===== config.mk =====
export PLATFORM = sky130hd
export DESIGN_NAME = regfile_wb_ctrl_flat
export DESIGN_NICKNAME = d
export VERILOG_FILES = /design/src/rtl/regfile_wb_ctrl_if.sv /design/src/rtl/regfile_wb_ctrl.sv /design/src/flat_wrapper.sv
export SDC_FILE = /design/constraint.sdc
export NUM_CORES = 1
export LEC_CHECK = 0
export CORE_MARGIN = 2
export CORE_UTILIZATION = 63
export CTS_CLUSTER_DIAMETER = 60
export DETAILED_ROUTE_END_ITERATION = 10
export DONT_BUFFER_PORTS = 1
export HOLD_SLACK_MARGIN = 0.12
export PLACE_DENSITY = 0.8
export REMOVE_ABC_BUFFERS = 1
export SLEW_MARGIN = 20
export SYNTH_ARGS = -nofsm -noshare
export SYNTH_HDL_FRONTEND = slang
export SYNTH_SLANG_ARGS = --single-unit
export TNS_END_PERCENT = 100

===== constraint.sdc =====
create_clock -name clk -period 3.19 [get_ports clk]
set_clock_uncertainty 0.1 [all_clocks]
set_input_delay 0.319 -clock clk [delete_from_list [all_inputs] [get_ports clk]]
set_output_delay 0.319 -clock clk [all_outputs]
set_load 0.1 [all_outputs]

===== src/rtl/regfile_wb_ctrl_if.sv =====
// rtl/regfile_wb_ctrl_if.sv - execute/memory/decode side bundle of the regfile writeback controller
//
// Purpose: groups every non-clock signal of regfile_wb_ctrl.
//   master: pipeline side; drives requests and decode operands, receives enables and PC control.
//   slave : controller side.
// Signals:
//   alu_valid/alu_addr            ALU result write request and destination
//   wb_valid/wb_addr              base-writeback request and destination
//   ldr_issue/ldr_issue_addr      load issued this cycle and its destination
//   ldr_done/ldr_done_addr        load data returning this cycle and its destination
//   rd_addr_a/b/shift/str         source registers of the decode instruction
//   dst_addr/dst_valid            destination of the decode instruction
//   w_en1/w_en2/w_en_ldr          regfile write enables
//   sel_pc/load_pc                PC mux select and load strobe
//   stall/flush                   decode hold and younger-instruction kill
//   pending                       load scoreboard, bit n = load to Rn in flight
interface regfile_wb_ctrl_if;
  logic        alu_valid;
  logic [3:0]  alu_addr;
  logic        wb_valid;
  logic [3:0]  wb_addr;
  logic        ldr_issue;
  logic [3:0]  ldr_issue_addr;
  logic        ldr_done;
  logic [3:0]  ldr_done_addr;
  logic [3:0]  rd_addr_a;
  logic [3:0]  rd_addr_b;
  logic [3:0]  rd_addr_shift;
  logic [3:0]  rd_addr_str;
  logic [3:0]  dst_addr;
  logic        dst_valid;
  logic        w_en1;
  logic        w_en2;
  logic        w_en_ldr;
  logic [1:0]  sel_pc;
  logic        load_pc;
  logic        stall;
  logic        flush;
  logic [15:0] pending;

  modport master (
    output alu_valid, alu_addr, wb_valid, wb_addr,
    output ldr_issue, ldr_issue_addr, ldr_done, ldr_done_addr,
    output rd_addr_a, rd_addr_b, rd_addr_shift, rd_addr_str, dst_addr, dst_valid,
    input  w_en1, w_en2, w_en_ldr, sel_pc, load_pc, stall, flush, pending
  );

  modport slave (
    input  alu_valid, alu_addr, wb_valid, wb_addr,
    input  ldr_issue, ldr_issue_addr, ldr_done, ldr_done_addr,
    input  rd_addr_a, rd_addr_b, rd_addr_shift, rd_addr_str, dst_addr, dst_valid,
    output w_en1, w_en2, w_en_ldr, sel_pc, load_pc, stall, flush, pending
  );
endinterface


===== src/rtl/regfile_wb_ctrl.sv =====
// rtl/regfile_wb_ctrl.sv - regfile write-port gating, load scoreboard and PC sequencing
//
// Purpose: gates the three regfile write ports (w1 = ALU, w2 = base writeback,
//   ldr = load return), tracks loads in flight and stalls decode on RAW/WAW
//   hazards, and sequences the PC through start-up, redirect and flush.
// Ports:
//   clk   in  clock, all state on the rising edge
//   rst   in  synchronous active-high reset
//   bus   slave modport of regfile_wb_ctrl_if (requests in; enables, PC control,
//         stall, flush and pending scoreboard out)
// Parameters:
//   MAX_LDR       loads allowed in flight, 1..4
//   FLUSH_CYCLES  bubble cycles after a PC redirect, 1..7
module regfile_wb_ctrl #(
  parameter int MAX_LDR      = 2,
  parameter int FLUSH_CYCLES = 2
) (
  input logic              clk,
  input logic              rst,
  regfile_wb_ctrl_if.slave bus
);

  localparam int CW = $clog2(MAX_LDR + 1);

  typedef enum logic [1:0] {
    INIT  = 2'd0,
    RUN   = 2'd1,
    FLUSH = 2'd2
  } state_t;

  state_t      state;
  logic [2:0]  fcnt;
  logic [CW-1:0] ldr_cnt;
  logic [15:0] pending;
  logic        hold_valid;
  logic [3:0]  hold_addr;

  logic        w_en1;
  logic        w_en_ldr;
  logic        wb_req;
  logic        wb_hit;
  logic        hold_hit;
  logic        hold_drain;
  logic        hold_next;
  logic        redirect;
  logic        hazard;
  logic [15:0] pending_next;

  // Write-port arbitration. Everything is gated by rst so requests in a reset
  // cycle never reach the regfile.
  always_comb begin
    w_en_ldr   = !rst && bus.ldr_done && (bus.ldr_done_addr != 4'd0);
    w_en1      = !rst && bus.alu_valid && (bus.alu_addr != 4'd0) && (state != FLUSH);
    hold_hit   = hold_valid &&
                 ((w_en1 && (bus.alu_addr == hold_addr)) ||
                  (w_en_ldr && (bus.ldr_done_addr == hold_addr)));
    hold_drain = !rst && hold_valid && !hold_hit;
    wb_req     = !rst && bus.wb_valid && (bus.wb_addr != 4'd0);
    // An occupied buffer owns the w2 port this cycle, so a fresh request parks too.
    wb_hit     = wb_req &&
                 (hold_valid ||
                  (w_en1 && (bus.wb_addr == bus.alu_addr)) ||
                  (w_en_ldr && (bus.wb_addr == bus.ldr_done_addr)));
    // Buffer occupancy after this edge; decode stalls while a write is parked.
    hold_next  = (hold_valid && !hold_drain) || wb_hit;
  end

  // Scoreboard update: a set to the same register wins over a clear.
  always_comb begin
    pending_next = pending;
    if (bus.ldr_done) pending_next[bus.ldr_done_addr] = 1'b0;
    if (bus.ldr_issue && (bus.ldr_issue_addr != 4'd0)) pending_next[bus.ldr_issue_addr] = 1'b1;
    pending_next[0] = 1'b0;
  end

  // Hazard check uses the current scoreboard, so a load returning this cycle
  // still stalls its consumer; release follows one cycle later.
  always_comb begin
    hazard = pending[bus.rd_addr_a] || pending[bus.rd_addr_b] ||
             pending[bus.rd_addr_shift] || pending[bus.rd_addr_str] ||
             (bus.dst_valid && pending[bus.dst_addr]) ||
             (ldr_cnt == CW'(MAX_LDR)) || hold_next;
    redirect = !rst && (state == RUN) && bus.alu_valid && (bus.alu_addr == 4'd15);
  end

  // PC control depends on same-cycle requests, so it is decoded from state
  // rather than registered.
  always_comb begin
    bus.sel_pc  = 2'b01;
    bus.load_pc = 1'b1;
    bus.stall   = 1'b1;
    bus.flush   = 1'b1;
    if (!rst) begin
      case (state)
        RUN: begin
          bus.stall   = hazard;
          bus.sel_pc  = redirect ? 2'b10 : 2'b00;
          bus.load_pc = redirect | ~hazard;
          bus.flush   = redirect;
        end
        FLUSH: begin
          bus.sel_pc  = 2'b00;
          bus.load_pc = 1'b1;
          bus.stall   = 1'b0;
          bus.flush   = 1'b1;
        end
        default: begin
          bus.sel_pc  = 2'b01;
          bus.load_pc = 1'b1;
          bus.stall   = 1'b1;
          bus.flush   = 1'b1;
        end
      endcase
    end
  end

  assign bus.w_en1    = w_en1;
  assign bus.w_en_ldr = w_en_ldr;
  assign bus.w_en2    = hold_drain || (wb_req && !wb_hit);
  assign bus.pending  = pending;

  always_ff @(posedge clk) begin
    if (rst) begin
      state      <= INIT;
      fcnt       <= 3'd0;
      ldr_cnt    <= '0;
      pending    <= 16'h0000;
      hold_valid <= 1'b0;
      hold_addr  <= 4'd0;
    end else begin
      case (state)
        INIT: state <= RUN;
        RUN: begin
          if (redirect) begin
            state <= FLUSH;
            fcnt  <= 3'(FLUSH_CYCLES - 1);
          end
        end
        FLUSH: begin
          if (fcnt == 3'd0) state <= RUN;
          else              fcnt  <= fcnt - 3'd1;
        end
        default: state <= INIT;
      endcase

      pending <= pending_next;

      // Loads to R0 are still counted so that their return balances the count.
      if (bus.ldr_issue && !bus.ldr_done) begin
        ldr_cnt <= ldr_cnt + CW'(1);
      end else if (!bus.ldr_issue && bus.ldr_done && (ldr_cnt != '0)) begin
        ldr_cnt <= ldr_cnt - CW'(1);
      end

      // A parked write that cannot drain keeps the buffer; otherwise it is
      // refilled by this cycle's conflicting request, if any.
      if (!hold_valid || hold_drain) begin
        hold_valid <= wb_hit;
        hold_addr  <= bus.wb_addr;
      end
    end
  end

endmodule


===== src/flat_wrapper.sv =====
// flat-port wrapper written by rule: the top's interface ports become plain ports
module regfile_wb_ctrl_flat 
#(
  parameter int MAX_LDR      = 2,
  parameter int FLUSH_CYCLES = 2
)
  (clk, rst, bus_alu_valid, bus_alu_addr, bus_wb_valid, bus_wb_addr, bus_ldr_issue, bus_ldr_issue_addr, bus_ldr_done, bus_ldr_done_addr, bus_rd_addr_a, bus_rd_addr_b, bus_rd_addr_shift, bus_rd_addr_str, bus_dst_addr, bus_dst_valid, bus_w_en1, bus_w_en2, bus_w_en_ldr, bus_sel_pc, bus_load_pc, bus_stall, bus_flush, bus_pending);
  regfile_wb_ctrl_if bus_i ();
  input logic clk;
  input logic rst;
  input wire logic [$bits(bus_i.alu_valid)-1:0] bus_alu_valid;
  input wire logic [$bits(bus_i.alu_addr)-1:0] bus_alu_addr;
  input wire logic [$bits(bus_i.wb_valid)-1:0] bus_wb_valid;
  input wire logic [$bits(bus_i.wb_addr)-1:0] bus_wb_addr;
  input wire logic [$bits(bus_i.ldr_issue)-1:0] bus_ldr_issue;
  input wire logic [$bits(bus_i.ldr_issue_addr)-1:0] bus_ldr_issue_addr;
  input wire logic [$bits(bus_i.ldr_done)-1:0] bus_ldr_done;
  input wire logic [$bits(bus_i.ldr_done_addr)-1:0] bus_ldr_done_addr;
  input wire logic [$bits(bus_i.rd_addr_a)-1:0] bus_rd_addr_a;
  input wire logic [$bits(bus_i.rd_addr_b)-1:0] bus_rd_addr_b;
  input wire logic [$bits(bus_i.rd_addr_shift)-1:0] bus_rd_addr_shift;
  input wire logic [$bits(bus_i.rd_addr_str)-1:0] bus_rd_addr_str;
  input wire logic [$bits(bus_i.dst_addr)-1:0] bus_dst_addr;
  input wire logic [$bits(bus_i.dst_valid)-1:0] bus_dst_valid;
  output wire logic [$bits(bus_i.w_en1)-1:0] bus_w_en1;
  output wire logic [$bits(bus_i.w_en2)-1:0] bus_w_en2;
  output wire logic [$bits(bus_i.w_en_ldr)-1:0] bus_w_en_ldr;
  output wire logic [$bits(bus_i.sel_pc)-1:0] bus_sel_pc;
  output wire logic [$bits(bus_i.load_pc)-1:0] bus_load_pc;
  output wire logic [$bits(bus_i.stall)-1:0] bus_stall;
  output wire logic [$bits(bus_i.flush)-1:0] bus_flush;
  output wire logic [$bits(bus_i.pending)-1:0] bus_pending;
  assign bus_i.alu_valid = bus_alu_valid;
  assign bus_i.alu_addr = bus_alu_addr;
  assign bus_i.wb_valid = bus_wb_valid;
  assign bus_i.wb_addr = bus_wb_addr;
  assign bus_i.ldr_issue = bus_ldr_issue;
  assign bus_i.ldr_issue_addr = bus_ldr_issue_addr;
  assign bus_i.ldr_done = bus_ldr_done;
  assign bus_i.ldr_done_addr = bus_ldr_done_addr;
  assign bus_i.rd_addr_a = bus_rd_addr_a;
  assign bus_i.rd_addr_b = bus_rd_addr_b;
  assign bus_i.rd_addr_shift = bus_rd_addr_shift;
  assign bus_i.rd_addr_str = bus_rd_addr_str;
  assign bus_i.dst_addr = bus_dst_addr;
  assign bus_i.dst_valid = bus_dst_valid;
  assign bus_w_en1 = bus_i.w_en1;
  assign bus_w_en2 = bus_i.w_en2;
  assign bus_w_en_ldr = bus_i.w_en_ldr;
  assign bus_sel_pc = bus_i.sel_pc;
  assign bus_load_pc = bus_i.load_pc;
  assign bus_stall = bus_i.stall;
  assign bus_flush = bus_i.flush;
  assign bus_pending = bus_i.pending;
  regfile_wb_ctrl #(.MAX_LDR(MAX_LDR), .FLUSH_CYCLES(FLUSH_CYCLES)) u_core (.clk(clk), .rst(rst), .bus(bus_i));
endmodule

==> metrics.txt <==
Max Fclk about 340 MHz; Mean Syn Cell Area 8.46 um^2; Main synth FF type dfxtp_1; depth of the CTS H-tree 1; clock sink count 27; clock share of power 14.8%; Reg clk slew, reported paths roughly 0.17 ns; dpl hpwl about 4700 um; Layout area overhead 19.2%; switching power 467 uW; die area roughly 4100 um^2; Critical Path End Type primary output; fin crit share just over 90%; startpoint types register; fin. max-slew vios 0; Antenna diodes 0; Leakage between 1 and 1.5 nW; final wirelength around 6500 um; Worst R2R End u_core.state[0]; R2R Setup Slk approximately 0.84 ns; post-synth top area share about a quarter; Die X-Extent between 60 and 70 um; worst slew pin tran around 1 ns; Synth area leaders dfxtp_1, mux4_2, xor2_1, mux2i_1, a21oi_1; Placer Congestion 0.951; FF-to-FF Start u_core.state[1]; Port Buf Inserts 0; cell count after placement 325; PwrDens about 390 nW/um^2; FFs w/ async S/R, synth 0%; DR WL/cell about 19 um; synthesized instance count 268; synth cell count leaders dfxtp_1, nand2_1, a21oi_1; Worst-Skew Late Latency between 0.3 and 0.4 ns; layout cells sized above 1 17.4%; Seq/Total Area, Yosys a little under a quarter; Hold Fails Final Rpt 0; Rows 21; combinational power share 48.2%; Hold Path Stages 3; Worst Slack Setup Final 0.224 ns; I/O pins 67; die height between 60 and 70 um; post-synth cell types 50; Starting Density about 67%; switching share of power ~44%; worst rel slew slack a little over a third; status complete, no violations; first-pass GRT wire length 10,200 um; vias in the first global route ~2,300; GR Util All Layers between 30% and 40%; Worst EP required between 2 and 3 ns; worst slack, placed between 0.5 and 0.6 ns; Flop pwr share 37.0%; cell area after synthesis ~2300 um^2; CTS Buffer Depth 2; DR vias/cell 6.62; Root Buffer Master clkbuf_4; Internal 599 uW; Worst Hold Class input pin to register; critical path type register to primary output; Post-synth EDFFs 0; synthesis warning total 0; largest net degree at the start of global routing 28; RSZ-0062 raised after global routing false; Worst Path Max Fanout 7; FF-to-FF path depth 7; Overflow after GRT 0; 1st-iter DRT viols approximately 190; Setup TNS Final 0 ns; fin cells 345; Peak supply drop 0.545 mV; number of buffers created by CTS 3; core area roughly 3400 um^2; hold path start bus_ldr_done; most common cell in the synthesized netlist dfxtp_1; cell taking the most area after synthesis dfxtp_1; CTS tree built; Worst Hold Path EP u_core.ldr_cnt[1]; final setup violating endpoints 0; post-detailed-route count of antenna-violating nets 0; maxcap violations 0; FF+latch count, synth 27; Tmin final around 3 ns; Post-CTS Setup Bufs 0; nets 350; Critical Path AT ~2.6 ns; DRC viols 0; total power roughly 1.1 mW; antenna violations before repair 0; First-pass DRT Iterations 4; Vias approximately 2,300
final cells by class:
cell class,count,area [um^2]
multi-input cells,217,1660
well taps,46,57.6
clock inverters,1,7.51
repair buffers,39,375
fillers,237,686
clock buffers,3,22.5
flip-flops and latches,27,541
inverters,12,45.0
power by group through the flow:
stage,Combinational [mW],Sequential (mW),Clock (mW)
finish,0.514,0.394,0.158
global route,0.547,0.399,0.177
CTS,0.505,0.393,0.158
detailed placement,0.484,0.400,0
global placement,0.472,0.399,0
floorplan,0.350,0.423,0
cell families (layout without fill, tap and decap cells):
family	count (synthesis)	after routing	share of synthesized area (%)
simple gates	99	99	23.1
mux	30	30	20.4
buf+inv	24	55	4.47
fa+ha+maj	7	7	3.86
other cells	1	1	0.165
xor+xnor	17	17	6.56
flops	27	27	23.8
compound gates	63	63	17.6
state kept, by name (all words and copies together) (netlist names):
register and cells:
u_core.bus.pending 15, u_core.fcnt 3, u_core.hold_addr 4, u_core.hold_valid 1
u_core.ldr_cnt 2, u_core.state 2
routing by layer:
layer | GRT usage (%) | vias to the layer above | share of wire [%]
li1 | - | 1051 | -
met1 | 37.6 | 1068 | 37
met2 | 55.9 | 142 | 50
met3 | 5.28 | 23 | 10
met4 | 14.7 | 0 | 3.0
met5 | 0 | - | 0
worst max-delay path, stage by stage (launching register included):
cell,delay [ns]
dfxtp_1,0.41
mux2_2,0.29
a221oi_1,0.30
nor4b_1,0.09
a2111o_1,0.43
nor4_4,0.25
a31o_1,0.25
buf_12,0.18
through the flow:
step	hold slack, ns	cell area [um^2]	util [%]
detailed placement	0.296	2500	73.9
CTS	0.122	2690	79.2
global route	0.130	2700	79.8
floorplan	0.288	2210	-
global placement	0.294	2500	73.9
finish	0.142	2700	79.8
worst max-delay path by stage:
stage / from / to / cells past startpoint
floorplan: u_core.state[0] / bus_stall / 7
global placement: u_core.bus.pending[8] / bus_load_pc / 7
detailed placement: u_core.bus.pending[4] / bus_stall / 7
CTS: u_core.bus.pending[1] / bus_stall / 7
global route: u_core.bus.pending[12] / bus_load_pc / 7
finish: u_core.bus.pending[1] / bus_load_pc / 7
timing repair:
| action | in CTS | in global routing |
|---|---|---|
| endpoints found under the hold margin | 27 | 1 |
| hold buffers | 15 | 1 |
| endpoints found under the setup margin | 0 | 2 |
| gates resized for setup | 0 | 1 |
placed cells by master (no fill, tap or decap), types with 3 or more instances in the layout:
cell and n:
dfxtp_1 27, nand2_1 26, a21oi_1 21, buf_4 20, xor2_1 17, nor2_1 17
o21ai_0 17, dlygate4sd3_1 16, inv_1 12, nor2b_1 12, mux4_2 11, mux2i_1 11
nand3_1 10, ha_1 7, mux2_2 6, nand2b_1 6, nor4_1 5, a221oi_1 5
nor3_1 4, and3_1 3, a311oi_1 3, clkbuf_4 3
Note: power is estimated with default switching activity, not from simulation.
